==> src/rtl/alp_seq_if.sv <==
// Handshake and control bundle between the microsequencer, the ALP sequencer and the datapath slice.
`default_nettype none

interface alp_seq_if #(
  parameter int OPC_W = 10,
  parameter int CNT_W = 5
);
  logic             uinst_valid_h;
  logic [OPC_W-1:0] opc_in_h;
  logic [CNT_W-1:0] steps_in_h;
  logic             stall_h;
  logic             ready_h;
  logic             busy_h;
  logic [OPC_W-1:0] opc_h;
  logic [CNT_W-1:0] step_h;
  logic             done_h;
  logic             dmove_h;
  logic             dreg_ld_h;
  logic             pass_a_h;
  logic             wmux_oe_h;

  modport master (
    output uinst_valid_h, opc_in_h, steps_in_h, stall_h,
    input  ready_h, busy_h, opc_h, step_h, done_h,
    input  dmove_h, dreg_ld_h, pass_a_h, wmux_oe_h
  );

  modport slave (
    input  uinst_valid_h, opc_in_h, steps_in_h, stall_h,
    output ready_h, busy_h, opc_h, step_h, done_h,
    output dmove_h, dreg_ld_h, pass_a_h, wmux_oe_h
  );
endinterface

`default_nettype wire

==> src/rtl/alp_seq.sv <==
// ALP micro-cycle sequencer: holds an ALPCTL opcode for single or iterative execution
// and drives the slice's per-cycle controls, honouring datapath stall.
`default_nettype none

module alp_seq #(
  parameter int OPC_W = 10,
  parameter int CNT_W = 5
) (
  input  wire logic  clk_h,
  input  wire logic  reset_l,
  alp_seq_if.slave   bus
);

  typedef enum logic [0:0] {
    IDLE = 1'b0,
    RUN  = 1'b1
  } state_t;

  state_t           state;
  logic [OPC_W-1:0] opc_q;
  logic [CNT_W-1:0] cnt;

  logic busy;
  logic last;
  logic ready;
  logic accept;
  logic dmove;
  logic inh;
  logic pass_a;
  logic wmux;

  assign busy   = (state == RUN);
  // Final execute cycle: frees the slot so a new opcode can follow with no bubble.
  assign last   = busy & ~bus.stall_h & (cnt == '0);
  assign ready  = ~busy | last;
  assign accept = bus.uinst_valid_h & ready;

  always_ff @(posedge clk_h or negedge reset_l) begin
    if (!reset_l) begin
      state <= IDLE;
      opc_q <= '0;
      cnt   <= '0;
    end else if (accept) begin
      state <= RUN;
      opc_q <= bus.opc_in_h;
      cnt   <= bus.steps_in_h;
    end else if (last) begin
      state <= IDLE;
    end else if (busy && !bus.stall_h) begin
      cnt <= cnt - CNT_W'(1);
    end
  end

  // Opcode field decode for the slice controls.
  assign dmove  = ({opc_q[6], opc_q[5], opc_q[3:0]} == 6'b10_0111);
  assign inh    = dmove & ~opc_q[4] & (opc_q[1:0] == 2'b11);
  assign pass_a = ({opc_q[9:6], opc_q[3], opc_q[1]} == 6'b1001_1_1);
  assign wmux   = ~({opc_q[9], opc_q[7:5]} == 4'b1011);

  assign bus.ready_h   = ready;
  assign bus.busy_h    = busy;
  assign bus.opc_h     = opc_q;
  assign bus.step_h    = cnt;
  assign bus.done_h    = last;
  assign bus.dmove_h   = busy & dmove;
  assign bus.pass_a_h  = busy & pass_a;
  assign bus.wmux_oe_h = busy & wmux;
  assign bus.dreg_ld_h = busy & ~bus.stall_h & ~inh;

endmodule

`default_nettype wire

==> src/flat_wrapper.sv <==
// flat-port wrapper written by rule: the top's interface ports become plain ports
module alp_seq_flat 
#(
  parameter int OPC_W = 10,
  parameter int CNT_W = 5
)
  (clk_h, reset_l, bus_uinst_valid_h, bus_opc_in_h, bus_steps_in_h, bus_stall_h, bus_ready_h, bus_busy_h, bus_opc_h, bus_step_h, bus_done_h, bus_dmove_h, bus_dreg_ld_h, bus_pass_a_h, bus_wmux_oe_h);
  alp_seq_if #(.OPC_W(OPC_W), .CNT_W(CNT_W)) bus_i ();
  input  wire logic clk_h;
  input  wire logic reset_l;
  input wire logic [$bits(bus_i.uinst_valid_h)-1:0] bus_uinst_valid_h;
  input wire logic [$bits(bus_i.opc_in_h)-1:0] bus_opc_in_h;
  input wire logic [$bits(bus_i.steps_in_h)-1:0] bus_steps_in_h;
  input wire logic [$bits(bus_i.stall_h)-1:0] bus_stall_h;
  output wire logic [$bits(bus_i.ready_h)-1:0] bus_ready_h;
  output wire logic [$bits(bus_i.busy_h)-1:0] bus_busy_h;
  output wire logic [$bits(bus_i.opc_h)-1:0] bus_opc_h;
  output wire logic [$bits(bus_i.step_h)-1:0] bus_step_h;
  output wire logic [$bits(bus_i.done_h)-1:0] bus_done_h;
  output wire logic [$bits(bus_i.dmove_h)-1:0] bus_dmove_h;
  output wire logic [$bits(bus_i.dreg_ld_h)-1:0] bus_dreg_ld_h;
  output wire logic [$bits(bus_i.pass_a_h)-1:0] bus_pass_a_h;
  output wire logic [$bits(bus_i.wmux_oe_h)-1:0] bus_wmux_oe_h;
  assign bus_i.uinst_valid_h = bus_uinst_valid_h;
  assign bus_i.opc_in_h = bus_opc_in_h;
  assign bus_i.steps_in_h = bus_steps_in_h;
  assign bus_i.stall_h = bus_stall_h;
  assign bus_ready_h = bus_i.ready_h;
  assign bus_busy_h = bus_i.busy_h;
  assign bus_opc_h = bus_i.opc_h;
  assign bus_step_h = bus_i.step_h;
  assign bus_done_h = bus_i.done_h;
  assign bus_dmove_h = bus_i.dmove_h;
  assign bus_dreg_ld_h = bus_i.dreg_ld_h;
  assign bus_pass_a_h = bus_i.pass_a_h;
  assign bus_wmux_oe_h = bus_i.wmux_oe_h;
  alp_seq #(.OPC_W(OPC_W), .CNT_W(CNT_W)) u_core (.clk_h(clk_h), .reset_l(reset_l), .bus(bus_i));
endmodule
==> config.mk <==
export PLATFORM = sky130hd
export DESIGN_NAME = alp_seq_flat
export DESIGN_NICKNAME = d
export VERILOG_FILES = /design/src/rtl/alp_seq_if.sv /design/src/rtl/alp_seq.sv /design/src/flat_wrapper.sv
export SDC_FILE = /design/constraint.sdc
export NUM_CORES = 1
export LEC_CHECK = 0
export CAP_MARGIN = 20
export CORE_MARGIN = 1.5
export CORE_UTILIZATION = 39
export DETAILED_ROUTE_END_ITERATION = 12
export PLACE_DENSITY = 0.77
export REMOVE_ABC_BUFFERS = 1
export SYNTH_ARGS = -nofsm -noshare
export SYNTH_HDL_FRONTEND = slang
export SYNTH_SLANG_ARGS = --single-unit
==> constraint.sdc <==
create_clock -name clk_h -period 2.2 [get_ports clk_h]
set_input_delay 0.33 -clock clk_h [delete_from_list [all_inputs] [get_ports clk_h]]
set_output_delay 0.33 -clock clk_h [all_outputs]
set_load 0.05 [all_outputs]
==> flow_summary.json, run 1 <==
{
  "ys_ff_latch": 16,
  "cts-htree-levels": 1,
  "cp-startpoint": "u_core.bus.step_h[0]",
  "clock_path_buffers": 2,
  "cts.clk_slew.worst_paths_ns": 0.09,
  "fin_tns_setup_ns": 0,
  "synth_xor_area_share_pct": 1.05,
  "fin_crit_sh_pct": 96.0,
  "ff2ff_path_depth": 7,
  "final_hold_viol_count": 0,
  "power_leakage_nw": 0.641,
  "wl_per_cell_um": 13.4,
  "grt_pass1_vias": 710,
  "die-area_um2": 2430,
  "ys_types": 27,
  "synth_area_per_cell_um2": 12.7,
  "relSlewSlack_pct": 52.4,
  "drc": 0,
  "core_um2": 1980,
  "whs_ns": 0.465,
  "synth_top_family_by_area": "multiplexers",
  "yosysTopAreaCellShare_pct": 47.9,
  "reg2reg_from": "u_core.bus.step_h[0]",
  "rrSetupSlack_ns": 0.22,
  "drive_above_1_share_pct": 31.4,
  "critical_path.cell_chain": "inv_2 -> ha_4 -> or4b_4 -> o21ai_4 -> buf_6 -> buf_12",
  "drt_iter0_drc": 7,
  "crit_slowest_cell": "or4b_4",
  "gp_congestion": 0.726,
  "place.port_buffers": 40,
  "hp-class": "in2async",
  "hpwl_um": 1440,
  "routed_wl_um": 1950,
  "syn_inst": 66,
  "clk_latency_ns": 0.28,
  "yosysWarnings": 0,
  "vias_per_cell": 4.96,
  "synthTopCellsByCount": "dfrtp_1, mux2_4, inv_1",
  "finalPower_mw": 2.20,
  "ant_nets": 0,
  "row_count": 16,
  "root_buffer": "clkbuf_4",
  "layout_min_cycle_time_ns": 2.11,
  "setup_violations": 0,
  "die_w_um": 49.3,
  "overflow": 0,
  "synth_mux_area_share_pct": 21.4,
  "path_class": "reg2out",
  "maxCapViolCount": 0,
  "die_y_um": 49.3,
  "cts_hold_buffers": 0,
  "start_kind": "flip-flop",
  "clock.fmax_ghz": 0.474,
  "grt_pass1_wl_um": 3310,
  "synth_flop_cell": "dfrtp_1",
  "async_flop_share_pct": 100,
  "syn_to_final_growth_pct": 68.0,
  "power_density_nw_per_um2": 1560,
  "n_antenna_cell": 0,
  "start_util_pct": 42.2,
  "fin_skew_ns": 0.00298,
  "setup_ws_ns": 0.0891,
  "arrival_ns": 1.78,
  "synth.most_common_cell": "dfrtp_1",
  "grt_max_degree": 17,
  "yosys.area_share.simple_pct": 15.9,
  "synth_area_um2": 836,
  "drv_slew": 0,
  "antenna_found_initial": 0,
  "cts_buffers": 3,
  "synth-adder-area-share_pct": 1.50,
  "cts_tree": "yes",
  "synth-compound-area-share_pct": 9.13,
  "cts.sinks": 16,
  "run_status": "complete, no violations",
  "ios": 41,
  "num_vias": 719,
  "grt_util_all_layers_pct": 17.9,
  "max_stage_delay_ns": 0.48,
  "n_fill_cell": 157,
  "first_pass_iters": 4,
  "peakVddDrop_mv": 1.06,
  "synth_edf_count": 0,
  "cp-end-kind": "output pin",
  "synth-seq-area-share_pct": 47.9,
  "worstMarginPinSlew_ns": 0.712,
  "cp_max_fo": 2,
  "synth_top_area_cell": "dfrtp_1",
  "nNetsFinal": 139,
  "critPathRequiredTime_ns": 1.87,
  "synthTopCellsByArea": "dfrtp_1, mux2_4, mux2_2",
  "rr_endpoint": "u_core.bus.opc_h[8]",
  "pre_cts_slack_ns": 0.179,
  "fin_util_pct": 70.8
}
==> routing by layer <==
metal / track usage [%] / vias to the layer above / wire length (um)
li1: - / 341 / -
met1: 21.8 / 347 / 798
met2: 28.6 / 31 / 989
met3: 5.52 / 0 / 160
met4: 8.57 / 0 / 0
met5: 0 / - / 0
==> flip-flops by register name (all words and copies together), names as in the netlist <==
register,count
u_core.bus.opc_h,10
u_core.bus.busy_h,1
u_core.bus.step_h,5
==> power breakdown <==
part	internal (mW)	switching (mW)
clock network	0.101	0.0904
registers	0.434	0.140
logic	0.633	0.798
==> logic make-up after synthesis <==
| group | Yosys count |
|---|---|
| AND/OR/NAND/NOR | 21 |
| flip-flops | 16 |
| multiplexers | 13 |
| AO/OA/AOI/OAI | 9 |
| buffers and inverters | 5 |
| XOR/XNOR | 1 |
| adder cells (fa/ha/maj) | 1 |
==> metrics by stage <==
stage	instances	cell area, um2
CTS	142	1370
detailed placement	133	1290
finish	145	1400
floorplan	65	825
global placement	133	1290
global route	145	1400
==> worst max-delay path, delay by kind of cell, from the launching register on <==
kind | cells | cell delay [ns]
AO/OA/AOI/OAI | 1 | 0.16
buffers and inverters | 3 | 0.33
flip-flops | 1 | 0.40
adder cells (fa/ha/maj) | 1 | 0.12
AND/OR/NAND/NOR | 1 | 0.48
==> worst max-delay path by stage <==
| stage | end | slack (ns) | depth (start not counted) |
|---|---|---|---|
| CTS | bus_ready_h | 0.002 | 6 |
| global route | bus_ready_h | -0.01 | 6 |
| finish | bus_ready_h | 0.09 | 6 |
| global placement | bus_done_h | 0.24 | 4 |
| detailed placement | bus_done_h | 0.18 | 4 |
| floorplan | bus_done_h | -0.60 | 4 |
==> cell type report <==
class	count	area (um2)	area share [%]
clock buffers	4	36.3	2.58
inverters	4	15.0	1.07
multi-input cells	45	422	30.0
flip-flops and latches	16	400	28.5
well taps	27	33.8	2.41
repair buffers	49	497	35.4
==> repair_timing <==
action,4_1_cts,5_1_grt
endpoints found under the setup margin,1,1
setup buffers,5,3
gates resized for setup,3,2
cloned,0,0
pin swaps,1,2
==> layout by cell type (no fill, tap or decap), types with 2 or more instances in the layout <==
cell type / synthesis / layout
clkdlybuf4s50_1: 0 / 35
nand3_1: 3 / 3
mux2_4: 9 / 9
inv_1: 4 / 2
inv_2: 0 / 2
nor2_1: 2 / 2
buf_4: 0 / 10
o21a_1: 3 / 3
buf_12: 0 / 3
nand2_1: 3 / 3
clkbuf_4: 0 / 3
nor4_1: 2 / 2
dfrtp_1: 16 / 16
nand3b_1: 2 / 2
a21oi_1: 2 / 2
mux2_2: 3 / 3
nor3_1: 2 / 2
Power figures use the tool's default switching activity.
==> run 2: changes to the inputs <==
--- a/config.mk
+++ b/config.mk
@@ -7,9 +7,10 @@
 export LEC_CHECK = 0
 export CAP_MARGIN = 20
 export CORE_MARGIN = 1.5
-export CORE_UTILIZATION = 39
+export CORE_UTILIZATION = 40
+export CTS_BUF_LIST = sky130_fd_sc_hd__clkbuf_4 sky130_fd_sc_hd__clkbuf_8
 export DETAILED_ROUTE_END_ITERATION = 12
-export PLACE_DENSITY = 0.77
+export PLACE_DENSITY = 0.78
 export REMOVE_ABC_BUFFERS = 1
 export SYNTH_ARGS = -nofsm -noshare
 export SYNTH_HDL_FRONTEND = slang
==> run 2 against run 1 <==
Critical path depth unchanged; cell count shrank 2.1%; clock skew increased by 0.00057 ns; clock power down 23%; sequential share of layout area rose by 0.62 points; final area is 2.1% lower; worst setup slack got worse by 0.055 ns; sequential cell count unchanged; non-clock buffer count decreased by 2; largest cell class unchanged.
==> flow_summary.json, run 2 (synthesis gave the netlist of run 1 again) <==
{
  "place.port_buffers": 40,
  "maxCapViolCount": 0,
  "hp-class": "in2async",
  "root_buffer": "clkbuf_4",
  "overflow": 0,
  "start_util_pct": 42.6,
  "largest_reg_flops": 10,
  "hpwl_um": 1430,
  "die-area_um2": 2370,
  "power_density_nw_per_um2": 1540,
  "ant_nets": 0,
  "layout_min_cycle_time_ns": 2.17,
  "drive_above_1_share_pct": 28.7,
  "cp-end-kind": "output pin",
  "vias_per_cell": 5.23,
  "peakVddDrop_mv": 1.16,
  "start_kind": "flip-flop",
  "num_vias": 742,
  "final_cell_mix": "clkdlybuf4s50_1, dfrtp_1, mux2_4, buf_4",
  "antenna_found_initial": 0,
  "critPathRequiredTime_ns": 1.87,
  "die_y_um": 48.7,
  "routed_wl_um": 1960,
  "gp_congestion": 0.791,
  "finalPower_mw": 2.12,
  "cp_max_fo": 4,
  "grt_pass1_vias": 752,
  "run_status": "complete, no violations",
  "arrival_ns": 1.84,
  "reg2reg_from": "u_core.bus.step_h[1]",
  "final_hold_viol_count": 0,
  "fin_crit_sh_pct": 98.4,
  "final_common_cell": "clkdlybuf4s50_1",
  "die_w_um": 48.7,
  "grt_max_degree": 17,
  "cts_buffers": 3,
  "cts_tree": "yes",
  "grt_pass1_wl_um": 3220,
  "rsz0062_at_grt": "yes",
  "grt_util_all_layers_pct": 17.7,
  "rrSetupSlack_ns": 0.10,
  "setup_violations": 0,
  "fin_skew_ns": 0.00355,
  "drt_iter0_drc": 8,
  "clock.fmax_ghz": 0.462,
  "cts.sinks": 16,
  "path_class": "reg2out",
  "cts-htree-levels": 1,
  "drv_slew": 0,
  "ios": 41,
  "worstMarginPinSlew_ns": 0.699,
  "clock_path_buffers": 2,
  "power_leakage_nw": 0.617,
  "clk_latency_ns": 0.28,
  "whs_ns": 0.464,
  "rr_endpoint": "u_core.bus.opc_h[1]",
  "relSlewSlack_pct": 53.2,
  "drc": 0,
  "syn_to_final_growth_pct": 64.4,
  "n_antenna_cell": 0,
  "wl_per_cell_um": 13.8,
  "ff2ff_path_depth": 8,
  "cts.clk_slew.worst_paths_ns": 0.09,
  "row_count": 16,
  "fin_tns_setup_ns": 0,
  "first_pass_iters": 6,
  "core_um2": 1960,
  "nNetsFinal": 137
}
[run 2: layout make-up]
cell class              count  area (um2)
repair buffers             47         482
clock buffers               3        22.5
well taps                  27        33.8
flip-flops and latches     16         400
multi-input cells          45         420
inverters                   4        15.0
fillers                   163         588
[run 2: power breakdown]
part / switching [mW] / leakage [nW] / total (mW) / internal [mW]
registers: 0.150 / 0.191 / 0.584 / 0.434
logic: 0.784 / 0.413 / 1.38 / 0.601
clock network: 0.0844 / 0.0138 / 0.148 / 0.0634
[run 2: timing repair]
| item | CTS | global route |
|---|---|---|
| gates resized for setup | 1 | 3 |
| buffers inserted | 4 | 2 |
| pin swaps | 1 | 1 |
| hold buffers | 0 | 0 |
| endpoints found under the setup margin | 1 | 1 |
| endpoints found under the hold margin | 0 | 0 |
[run 2: metrics by stage]
step	area, um2	worst slack [ns]	utilization (%)	cells
finish	1370	0.0344	70.0	142
global route	1370	-0.0512	70.0	142
CTS	1350	0.00328	68.7	140
detailed placement	1290	0.146	65.8	133
global placement	1290	0.245	65.8	133
floorplan	825	-0.599	-	65
[run 2: critical path, cell delays in order, from the launching register on]
cell	delay [ns]
dfrtp_1	0.42
inv_1	0.07
ha_2	0.17
or4b_4	0.48
o21ai_4	0.16
buf_6	0.13
buf_12	0.12
[run 2: worst max-delay path by stage]
stage	start	endpoint	slack, ns	cells after the start
after floorplan	u_core.bus.step_h[0]	bus_done_h	-0.60	4
after global placement	u_core.bus.step_h[0]	bus_ready_h	0.25	6
after detailed placement	bus_stall_h	bus_done_h	0.15	4
after CTS	u_core.bus.step_h[0]	bus_ready_h	0.003	6
after global routing	u_core.bus.step_h[1]	bus_ready_h	-0.05	6
final	u_core.bus.step_h[1]	bus_ready_h	0.03	6
[run 2: per-layer routing]
layer  up-vias  global-route usage [%]  share of wire, %
met5         -                       0                 0
met1       362                    19.4                40
met2        40                    32.2                50
met4         0                    7.14              0.46
met3         2                    4.63               8.6
li1        338                       -                 -
